[src/rtl/imem_loader_pkg.sv]
// Shared types and helpers for the instruction-memory program loader.
package imem_loader_pkg;

    typedef enum logic [2:0] {
        IDLE,
        COUNT,
        DATA,
        WRITE,
        CHECK,
        DONE,
        ERROR
    } loader_state_t;

    localparam int WORD_BYTES = 4;

    function automatic logic [7:0] word_addr(input logic [7:0] idx, input logic [7:0] step);
        logic [15:0] w_prod;
        w_prod = idx * step;
        return w_prod[7:0];
    endfunction

endpackage

[src/rtl/imem_program_loader_word_assembler.sv]
// Big-endian byte-to-word shift register; word_out/word_full include the byte
// being loaded this cycle so the caller can register the full word on the 4th byte.
module word_assembler
    import imem_loader_pkg::*;
(
    input  logic        clk,
    input  logic        clr,
    input  logic        load_en,
    input  logic [7:0]  byte_in,
    input  logic        flush,
    output logic [31:0] word_out,
    output logic        word_full
);

    logic [23:0] r_word;
    logic [1:0]  r_cnt;

    always_ff @(posedge clk) begin
        if (clr || flush) begin
            r_word <= '0;
            r_cnt  <= '0;
        end else if (load_en) begin
            r_word <= {r_word[15:0], byte_in};
            r_cnt  <= r_cnt + 2'd1;
        end
    end

    assign word_out  = {r_word, byte_in};
    assign word_full = load_en && (r_cnt == 2'(WORD_BYTES - 1));

endmodule

[src/rtl/imem_program_loader.sv]
// Instruction-memory program loader: count byte N, then 4N big-endian data bytes.
// Optional trailing XOR checksum byte when IMEM_LOADER_CHECKSUM_EN is defined.
module imem_program_loader
    import imem_loader_pkg::*;
#(
    parameter int MAX_WORDS = 64,
    parameter int ADDR_STEP = 4
) (
    input  logic        clk,
    input  logic        clr,
    input  logic        start,
    input  logic        byte_valid,
    input  logic [7:0]  byte_data,
    output logic        byte_ready,
    output logic        imu_wen,
    output logic [7:0]  imu_addr,
    output logic [31:0] imu_data_in,
    output logic        cpu_hold,
    output logic        busy,
    output logic        done,
    output logic        error
);

    localparam logic [8:0] MAXW9 = 9'(MAX_WORDS);
    localparam logic [7:0] STEP8 = 8'(ADDR_STEP);

    loader_state_t r_state;
    logic [7:0]    r_count;
    logic [7:0]    r_word_idx;
    logic          r_byte_ready;
    logic          r_imu_wen;
    logic [7:0]    r_imu_addr;
    logic [31:0]   r_imu_data;
    logic          r_cpu_hold;
    logic          r_busy;
    logic          r_done;
    logic          r_error;
`ifdef IMEM_LOADER_CHECKSUM_EN
    logic [7:0]    r_csum;
`endif

    logic        w_xfer;
    logic        w_accept_start;
    logic        w_bad_count;
    logic [31:0] w_word;
    logic        w_word_full;

    assign w_xfer         = byte_valid && r_byte_ready;
    assign w_accept_start = start && (r_state == IDLE || r_state == DONE || r_state == ERROR);
    assign w_bad_count    = (byte_data == 8'd0) || ({1'b0, byte_data} > MAXW9);

    word_assembler u_asm (
        .clk       (clk),
        .clr       (clr),
        .load_en   (w_xfer && (r_state == DATA)),
        .byte_in   (byte_data),
        .flush     (w_accept_start),
        .word_out  (w_word),
        .word_full (w_word_full)
    );

    always_ff @(posedge clk) begin
        if (clr) begin
            r_state      <= IDLE;
            r_count      <= '0;
            r_word_idx   <= '0;
            r_byte_ready <= 1'b0;
            r_imu_wen    <= 1'b0;
            r_imu_addr   <= '0;
            r_imu_data   <= '0;
            r_cpu_hold   <= 1'b1;
            r_busy       <= 1'b0;
            r_done       <= 1'b0;
            r_error      <= 1'b0;
`ifdef IMEM_LOADER_CHECKSUM_EN
            r_csum       <= '0;
`endif
        end else begin
            r_imu_wen <= 1'b0;
            case (r_state)
                IDLE, DONE, ERROR: begin
                    if (start) begin
                        r_state      <= COUNT;
                        r_busy       <= 1'b1;
                        r_done       <= 1'b0;
                        r_error      <= 1'b0;
                        r_cpu_hold   <= 1'b1;
                        r_byte_ready <= 1'b1;
                        r_word_idx   <= '0;
`ifdef IMEM_LOADER_CHECKSUM_EN
                        r_csum       <= '0;
`endif
                    end
                end
                COUNT: begin
                    if (w_xfer) begin
                        if (w_bad_count) begin
                            r_state      <= ERROR;
                            r_byte_ready <= 1'b0;
                            r_busy       <= 1'b0;
                            r_error      <= 1'b1;
                        end else begin
                            r_state <= DATA;
                            r_count <= byte_data;
`ifdef IMEM_LOADER_CHECKSUM_EN
                            r_csum  <= byte_data;
`endif
                        end
                    end
                end
                DATA: begin
                    if (w_xfer) begin
`ifdef IMEM_LOADER_CHECKSUM_EN
                        r_csum <= r_csum ^ byte_data;
`endif
                        if (w_word_full) begin
                            r_state      <= WRITE;
                            r_byte_ready <= 1'b0;
                            r_imu_wen    <= 1'b1;
                            r_imu_addr   <= word_addr(r_word_idx, STEP8);
                            r_imu_data   <= w_word;
                        end
                    end
                end
                WRITE: begin
                    r_word_idx <= r_word_idx + 8'd1;
                    if (r_word_idx == r_count - 8'd1) begin
`ifdef IMEM_LOADER_CHECKSUM_EN
                        r_state      <= CHECK;
                        r_byte_ready <= 1'b1;
`else
                        r_state      <= DONE;
                        r_busy       <= 1'b0;
                        r_done       <= 1'b1;
                        r_cpu_hold   <= 1'b0;
`endif
                    end else begin
                        r_state      <= DATA;
                        r_byte_ready <= 1'b1;
                    end
                end
`ifdef IMEM_LOADER_CHECKSUM_EN
                CHECK: begin
                    if (w_xfer) begin
                        r_byte_ready <= 1'b0;
                        r_busy       <= 1'b0;
                        if (byte_data == r_csum) begin
                            r_state    <= DONE;
                            r_done     <= 1'b1;
                            r_cpu_hold <= 1'b0;
                        end else begin
                            r_state <= ERROR;
                            r_error <= 1'b1;
                        end
                    end
                end
`endif
                default: begin
                    r_state      <= IDLE;
                    r_byte_ready <= 1'b0;
                    r_busy       <= 1'b0;
                    r_cpu_hold   <= 1'b1;
                end
            endcase
        end
    end

    assign byte_ready  = r_byte_ready;
    assign imu_wen     = r_imu_wen;
    assign imu_addr    = r_imu_addr;
    assign imu_data_in = r_imu_data;
    assign cpu_hold    = r_cpu_hold;
    assign busy        = r_busy;
    assign done        = r_done;
    assign error       = r_error;

endmodule

[config.mk]
export PLATFORM = sky130hd
export DESIGN_NAME = imem_program_loader
export DESIGN_NICKNAME = d
export VERILOG_FILES = /design/src/rtl/imem_loader_pkg.sv /design/src/rtl/imem_program_loader_word_assembler.sv /design/src/rtl/imem_program_loader.sv
export SDC_FILE = /design/constraint.sdc
export NUM_CORES = 1
export LEC_CHECK = 0
export BUFFER_PORTS_ARGS = -buffer_cell sky130_fd_sc_hd__buf_2
export CORE_UTILIZATION = 61
export CTS_CLUSTER_DIAMETER = 150
export CTS_CLUSTER_SIZE = 20
export DETAILED_ROUTE_END_ITERATION = 16
export PLACE_DENSITY_LB_ADDON = 0.1
export SYNTH_ARGS = -nofsm -noshare
export SYNTH_HDL_FRONTEND = slang
export SYNTH_HIERARCHICAL = 1
export SYNTH_SLANG_ARGS = --single-unit
[constraint.sdc]
create_clock -name clk -period 5.22 [get_ports clk]
set_input_delay 0.522 -clock clk [delete_from_list [all_inputs] [get_ports clk]]
set_output_delay 0.522 -clock clk [all_outputs]
set_load 0.01 [all_outputs]
==> metrics.txt, run 1 <==
peak supply drop=0.1987 mV; average cell area after synthesis=8.639 µm²; 1st-iter DRT viols=150; register area share after synthesis=46.77%; Unique masters post-synth=54; Gate Count Post-Synth=441; vias in the first global route=between 2000 and 3000; Synth area leader=dfxtp_1; initial antenna violation count=0; post-synth top area share=a little under half; num ports=58; cell area after synthesis=3810 µm²; CTS clk-pin slew, worst paths=90 ps; asr flop ratio synth=0%; ant diodes=0; Core ar.=5956 µm²; global-route wire length before repair=12.85 mm; Reg area=around 1800 µm²; Layout Nets=492; Filler cells=about 500; Die Span Y=81.03 µm; Die Wd=81.03 µm; most frequent cells in the layout=nand2_1 (89), dfxtp_1 (89), buf_2 (55), a21oi_1 (52), nor2_1 (48); final setup violation count=0; RSZ-0062 raised after global routing=false; Die ar.=6566 µm²; Slew @ Worst Pin=909.8 ps; area delta synth->final=10.08%; CP endpoint kind=flip-flop; met1 GRT Util=32.37%; via count=3038; drt pass-1 iters=6; clock latency on the worst-skew pair=350 ps; Overall Global Routing Usage=approximately a quarter; Clock Tree Buf Depth=2; max cap viols=0; FP Rows=28; Synthesis Warnings=6; met2 GRT Util=42.61%; Critical Path AT=3150 ps; pin count of the biggest net entering global routing=64; WP data required=5490 ps; # H-tree levels=3; Tmin final=about 2900 ps; Post-synth EDFFs=0; Post-CTS Resized=0; Vias per Instance=between 5 and 6; Initial Util=63.97%; Worst slew margin=38.58%; period utilization=55.15%; crit path max fanout=29; layout cells sized above 1=18.05%; Max Fclk=approximately 350 MHz; area occupied by multi-input gates=1779 µm²; clock tree sinks=89; final setup TNS=0 ps; #FFs+latches synth=89; PwrDens=around 350 nW/µm²; status=completed; remaining antenna violation count after routing=0; Area contributors post-synth=dfxtp_1 (47%), nand2_1 (8.8%), mux2i_1 (8.7%), a21oi_1 (6.8%), nor2_1 (4.7%); GRT Max-Usage Layer=met2; TritonCTS clock tree=yes; cts hold-fix bufs=0; Post-CTS Setup Bufs=0; placer congestion estimate=~0.84; clock root buffer=clkbuf_8; port bufs=55; GR Util met3=between 4 and 5%; Congestion Overflow GR=0; detailed placement HPWL=5.160 mm; Pwr Total=1.453 mW; CP Class=flip-flop to flip-flop; Hold WC Path Type=input pin to flip-flop; total CTS buffers=9; Max Clock Skew=8.442 ps; routed len/inst=14.02 µm; Final Slew Violations=0; top_reg_cell synth=dfxtp_1; crit start category=flip-flop; final wirelength=7.810 mm; Pleak=1.583 nW; Post-route DRC=0; final hold violations=0
layer usage:
layer | routed length, µm | share of wire [%] | vias up
li1 | - | - | 1548
met1 | 3755 | 48 | 1428
met2 | 3735 | 48 | 52
met3 | 225 | 2.9 | 10
met4 | 94 | 1.2 | 0
met5 | 0 | 0 | -
cell families (layout without fill, tap and decap cells):
kind of cell | after synthesis | after routing | share of synthesized area (%)
xor gates and xnor gates | 11 | 11 | 2.529
other | 1 | 2 | 0.09843
and+or+nand+nor | 179 | 179 | 21.35
muxes | 35 | 35 | 9.261
buffers and inverters | 43 | 83 | 6.765
AOI/OAI and AO/OA | 79 | 79 | 11.99
adders and majority gates | 4 | 4 | 1.248
DFF | 89 | 89 | 46.77
registers in the layout (all words and copies together) (netlist names):
register,count
busy,1
u_asm/r_word,24
byte_ready,1
done,1
cpu_hold,1
u_asm/r_cnt,2
r_state,3
imu_wen,1
r_count,8
error,1
imu_data_in,32
r_word_idx,8
imu_addr,6
metrics by stage:
step / std cells / util (%) / setup slack (ps) / hold slack (ps) / cell area (µm²)
floorplan: 442 / - / 2722 / 431.2 / 3814
global placement: 541 / 67.00 / 2427 / 439.6 / 3990
detailed placement: 541 / 67.00 / 2379 / 443.7 / 3990
CTS: 557 / 70.42 / 2426 / 425.7 / 4194
global route: 557 / 70.42 / 2156 / 431.0 / 4194
finish: 557 / 70.42 / 2341 / 430.5 / 4194
worst max-delay path, cell delays in order, from the launching register on:
cell and delay, ps:
dfxtp_1 570, nand2b_1 140, nor3_2 120, buf_4 420, and2_1 240, a21oi_1 70, o311ai_0 770, nand2_1 170
a21o_2 230, o31ai_1 50
cell type report:
cell class	count	share of cell area, %
Inverter	8	0.7160
Clock buffer	10	3.282
Sequential cell	89	42.48
Tap cell	75	2.237
Timing Repair Buffer	59	7.279
Clock inverter	6	1.581
Multi-Input combinational cell	310	42.42
path summary, 6_finish.rpt:
check | startpoint | endpoint | slack, ps | depth (start not counted)
min | byte_data[7] | imu_data_in[7] | 430 | 3
min reg2reg | imu_addr[2] | imu_addr[2] | 450 | 2
max reg2reg | r_state[1] | r_state[2] | 2340 | 9
max | r_state[1] | r_state[2] | 2340 | 9
Yosys cell counts (all sizes together) (2+ instances only):
library cell	instances
xnor2	8
nor3	5
nand2	89
nand4	2
nor4	2
o21ai	8
mux2i	33
or2	2
and3	2
inv	8
nand2b	4
clkbuf	13
mux2	2
xor2	3
nor2	50
o311ai	2
a31oi	4
buf	22
and2	6
nor2b	3
ha	3
dfxtp	89
nand3b	2
a311oi	2
a21oi	52
nand3	6
power breakdown:
group          switching (mW)  internal [mW]  leakage, nW  total, mW
registers              0.0341          0.699        0.718      0.733
clock network           0.248          0.236        0.107      0.484
logic                   0.142         0.0938        0.759      0.236
Power figures use the tool's default switching activity.
==> inputs of run 2 (changes only) <==
CORE_UTILIZATION = 56   (was 61)
clock period = 3 ns   (was 5.22 ns; I/O delays follow)
==> metrics.txt, run 2 (synthesized netlist as in run 1, its figures left out) <==
Post-CTS Resized=0 (unchanged); Vias per Instance=5.355 (-1.8%); crit path max fanout=7 (-76%); Critical Path AT=2630 ps (-520 ps); pin count of the biggest net entering global routing=46 (-28%); Sequential Power Share=51.4% (+0.9 points); Pleak=1.580 nW (-0.18%); CP endpoint kind=flip-flop; Initial Util=58.99% (-5.0 points); area occupied by multi-input gates=1779 µm² (unchanged); Psw=0.7450 mW (+76%); Overall Global Routing Usage=23.18% (-2.1 points); clock root buffer=clkbuf_8; initial antenna violation count=0 (unchanged); RSZ-0062 raised after global routing=false; status=complete, but fails checks; Tmin final=2373 ps (-506.3 ps); port bufs=55 (unchanged); Layout Nets=494 (+0.41%); Hold Startpoint=byte_data[7]; max FFs per register=32 (unchanged); flop-to-flop setup slack=630 ps (-1710 ps); Die ar.=7137 µm² (+8.7%); fin cells=561 (+0.72%); most frequent cells in the layout=nand2_1 (89), dfxtp_1 (89), buf_2 (55), a21oi_1 (52), nor2_1 (48); global-route wire length before repair=13.25 mm (+3.1%); CP max stage cell=dfxtp_1; Internal Power=1.735 mW (+69%); Reg area=1782 µm² (unchanged); Worst R2R End=cpu_hold; Max Fclk=421.5 MHz (+21%); clock tree sinks=89 (unchanged); total CTS buffers=9 (unchanged); drt pass-1 iters=10 (+4); remaining antenna violation count after routing=0 (unchanged); TritonCTS clock tree=yes; Top Family by Delay on Critical Path=simple AND/OR/NAND/NOR gates; Die Span Y=84.48 µm (+4.3%); peak supply drop=0.3017 mV (+52%); CTS clk-pin slew, worst paths=90 ps (about the same); Clock Tree Buf Depth=2 (unchanged); Final Util=65.17% (-5.3 points); ant diodes=0 (unchanged); final hold slack=214.7 ps (-215.9 ps); final wirelength=7.833 mm (+0.29%); final setup violation count=0 (unchanged); Hold WC Path Type=input pin to flip-flop; crit start category=flip-flop; clock power share=31.8% (-1.5 points); buffer and inverter count on the worst path=1 (unchanged); crit path from=r_count[0]; placer congestion estimate=0.8637 (+3.4%); Placed Cells=545 (+0.74%); Congestion Overflow GR=0 (unchanged); CP Class=flip-flop to flip-flop; num ports=58 (unchanged); via count=3004 (-1.1%); reg-to-reg startpoint=r_count[0]; # H-tree levels=3 (unchanged); area delta synth->final=10.48%; max cap viols=0 (unchanged); Post-route DRC=3 (+3); 1st-iter DRT viols=163 (+8.7%); cts hold-fix bufs=0 (unchanged); worst path cell trace=inv_1, ha_1, nor2b_1, or3_1, a31oi_1, nand4_2, o221a_1, a221o_1; final hold violations=0 (unchanged); period utilization=79.09% (+24 points); Core ar.=6459 µm² (+8.4%); Post-CTS Setup Bufs=0 (unchanged); layout cells sized above 1=18.39% (+0.34 points); vias in the first global route=2825 (+2.2%); failing checks=DRC; Worst slew margin=47.05% (+8.5 points); CP endpoint=cpu_hold; Logic pwr share=16.8% (+0.6 points); WP data required=3250 ps (-2240 ps); Sw Ratio=30.04% (+0.87 points); reg2reg path depth=8 (-1); Max Clock Skew=7.818 ps (-0.6234 ps); final setup TNS=0 ps (unchanged); number of cells on the critical path=8 (-1); FP Rows=29 (+3.6%); critical path's largest stage delay=450 ps (-320 ps); Filler cells=559 (+11%); routed len/inst=13.96 µm (-0.42%); Die Wd=84.48 µm (+4.3%); Final Slew Violations=0 (unchanged); PwrDens=589.2 nW/µm² (+70%); detailed placement HPWL=5.438 mm (+5.4%); clock latency on the worst-skew pair=360 ps (about the same); Slew @ Worst Pin=784.4 ps (-125.4 ps)
-- run 2: changes by cell type in the layout (fill, tap and decap cells not counted) --
cell | before | now
clkinv_4 | 2 | 0
clkinvlp_4 | 0 | 2
buf_12 | 0 | 1
buf_4 | 4 | 5
bufinv_16 | 1 | 0
clkbuf_8 | 10 | 11
clkinv_2 | 2 | 1
inv_6 | 1 | 2
-- run 2: metrics by stage --
step	setup WS [ps]	power [mW]	instance area, µm²
finish	627.3	2.480	4209
global route	432.4	2.600	4209
CTS	640.7	2.493	4209
detailed placement	648.4	1.718	4020
global placement	702.1	1.707	4020
floorplan	524.8	1.648	3814
-- run 2: layout make-up --
cell class / count / share of cell area (%)
sequential: 89 / 42.33
multi-input combinational: 310 / 42.27
timing repair buffer: 61 / 7.907
clock buffer: 11 / 3.597
tap: 77 / 2.289
clock inverter: 5 / 0.8918
inverter: 8 / 0.7134
-- run 2: power groups by stage --
stage	registers, mW	logic, mW	clock network, mW
after floorplan	1.27	0.379	0
after global placement	1.30	0.405	0
after detailed placement	1.30	0.416	0
after CTS	1.27	0.417	0.801
after global routing	1.28	0.460	0.857
final	1.28	0.417	0.788
-- run 2: worst min-delay path by stage --
stage	to	slack [ps]	depth (start not counted)
after floorplan	imu_data_in[24]	430	2
after CTS	imu_data_in[7]	210	3
final	imu_data_in[7]	210	3
after global placement	imu_data_in[7]	440	2
after global routing	imu_data_in[4]	220	3
after detailed placement	imu_data_in[8]	440	2
-- run 2: layer usage --
layer  GRT usage, %  routed length [µm]  vias up
met5              0                   0        -
met2          38.73                3802       38
met3          4.621                 204       11
met1          29.93                3715     1408
met4          8.166                 110        0
li1               -                   -     1547
-- run 2: worst register-to-register path, stage by stage (launching register included) --
cell and delay (ps):
dfxtp_1 450, inv_1 70, ha_1 280, nor2b_1 160
or3_1 340, a31oi_1 270, nand4_2 240, o221a_1 190
a221o_1 280
==> inputs of run 3 (changes only) <==
clock period = 2.3 ns   (was 3 ns; I/O delays follow)
==> metrics.txt, run 3 (synthesized netlist as in run 1, its figures left out) <==
status=complete, but fails checks; failing checks=DRC; flop-to-flop setup slack=140 ps (-490 ps); layout cells sized above 1=20.08% (+1.7 points); buffer and inverter count on the worst path=1 (unchanged); initial antenna violation count=0 (unchanged); CP endpoint kind=flip-flop; total CTS buffers=9 (unchanged); Post-route DRC=4 (+1); Final Slew Violations=0 (unchanged); PwrDens=772.6 nW/µm² (+31%); ant diodes=0 (unchanged); RSZ-0062 raised after global routing=false; final wirelength=7.871 mm (+0.49%); Layout Nets=503 (+1.8%); CP max stage cell=dfxtp_1; Core ar.=6459 µm² (unchanged); CP Class=flip-flop to flip-flop; crit path max fanout=6 (-1); Max Fclk=462.2 MHz (+9.7%); Hold WC Path Type=input pin to flip-flop; placer congestion estimate=0.7949 (-8.0%); Congestion Overflow GR=0 (unchanged); period utilization=94.07% (+15 points); final setup violation count=0 (unchanged); WP data required=2550 ps (-700 ps); Pleak=1.634 nW (+3.4%); max cap viols=0 (unchanged); vias in the first global route=2773 (-1.8%); Top Family by Delay on Critical Path=compound AO/OA/AOI/OAI gates; Die Span Y=84.48 µm (unchanged); Die ar.=7137 µm² (unchanged); CTS clk-pin slew, worst paths=90 ps (about the same); detailed placement HPWL=5.471 mm (+0.60%); routed len/inst=13.81 µm (-1.1%); num ports=58 (unchanged); DP Worst Slack=78.58 ps (-569.8 ps); Tmin final=2164 ps (-209.1 ps); global-route wire length before repair=13.08 mm (-1.3%); # H-tree levels=3 (unchanged); drt pass-1 iters=10 (unchanged); max FFs per register=32 (unchanged); clock latency on the worst-skew pair=350 ps (about the same); Overall Global Routing Usage=22.97% (-0.21 points); port bufs=55 (unchanged); critical path's largest stage delay=410 ps (-40 ps); worst path cell trace=inv_1, ha_1, nor2b_1, or3_1, a31oi_1, nand4_2, o221a_1, a221o_1; Die Wd=84.48 µm (unchanged); crit start category=flip-flop; Final Util=66.52% (+1.4 points); Critical Path AT=2410 ps (-220 ps); Max Clock Skew=8.520 ps (+0.7019 ps); final hold violations=0 (unchanged); pin count of the biggest net entering global routing=45 (-2.2%); area delta synth->final=12.78%; FP Rows=29 (unchanged); via count=3063 (+2.0%); clock tree sinks=89 (unchanged); most frequent cells in the layout=nand2_1 (89), dfxtp_1 (89), buf_2 (55), a21oi_1 (52), nor2_1 (48); final setup TNS=0 ps (unchanged); Clock Tree Buf Depth=2 (unchanged); peak supply drop=0.4706 mV (+56%); 1st-iter DRT viols=124 (-24%); Vias per Instance=5.374 (+0.35%); TritonCTS clock tree=yes; final hold slack=157.0 ps (-57.63 ps); cts hold-fix bufs=0 (unchanged); remaining antenna violation count after routing=0 (unchanged); Initial Util=58.99% (unchanged); Final WS setup=136.3 ps (-490.9 ps); clock root buffer=clkbuf_8
-- run 3: repair_timing --
action,CTS,global route
resized for setup,0,1
endpoints found under the setup margin,0,1
setup buffers,0,1
-- run 3: worst min-delay path: stages --
cell and delay, ps:
buf_2 130, nand2_1 60, a21oi_1 50
-- run 3: power by group --
part / switching [mW] / leakage [nW] / internal, mW
Clock: 0.560 / 0.0982 / 0.508
Sequential: 0.0756 / 0.718 / 1.59
Combinational: 0.338 / 0.818 / 0.251
Total: 0.974 / 1.63 / 2.35
-- run 3: final cells by class --
type	count	area (µm²)
Clock buffer	10	127.6
Clock inverter	6	67.56
Fill cell	578	2162
Inverter	8	30.03
Multi-Input combinational cell	310	1793
Sequential cell	89	1782
Tap cell	77	96.34
Timing Repair Buffer	70	400.4
-- run 3: through the flow --
stage | cells | instance area [µm²] | power [mW]
global placement | 553 | 4088 | 2.268
global route | 570 | 4297 | 3.470
finish | 570 | 4297 | 3.320
detailed placement | 553 | 4088 | 2.280
floorplan | 442 | 3821 | 2.161
CTS | 569 | 4283 | 3.336
-- run 3: metal layers --
| layer | vias to the layer above | track usage (%) | part of all wire (%) |
|---|---|---|---|
| met5 | - | 0 | 0 |
| met4 | 0 | 11.40 | 2.0 |
| met3 | 17 | 3.343 | 3.5 |
| met2 | 60 | 37.62 | 48 |
| met1 | 1420 | 29.75 | 47 |
| li1 | 1566 | - | - |
-- run 3: worst paths after layout --
| kind | to | start | cells past startpoint |
|---|---|---|---|
| max | cpu_hold | r_count[1] | 8 |
| min | imu_data_in[7] | byte_data[7] | 3 |
| max reg2reg | cpu_hold | r_count[1] | 8 |
| min reg2reg | imu_data_in[17] | imu_data_in[17] | 2 |
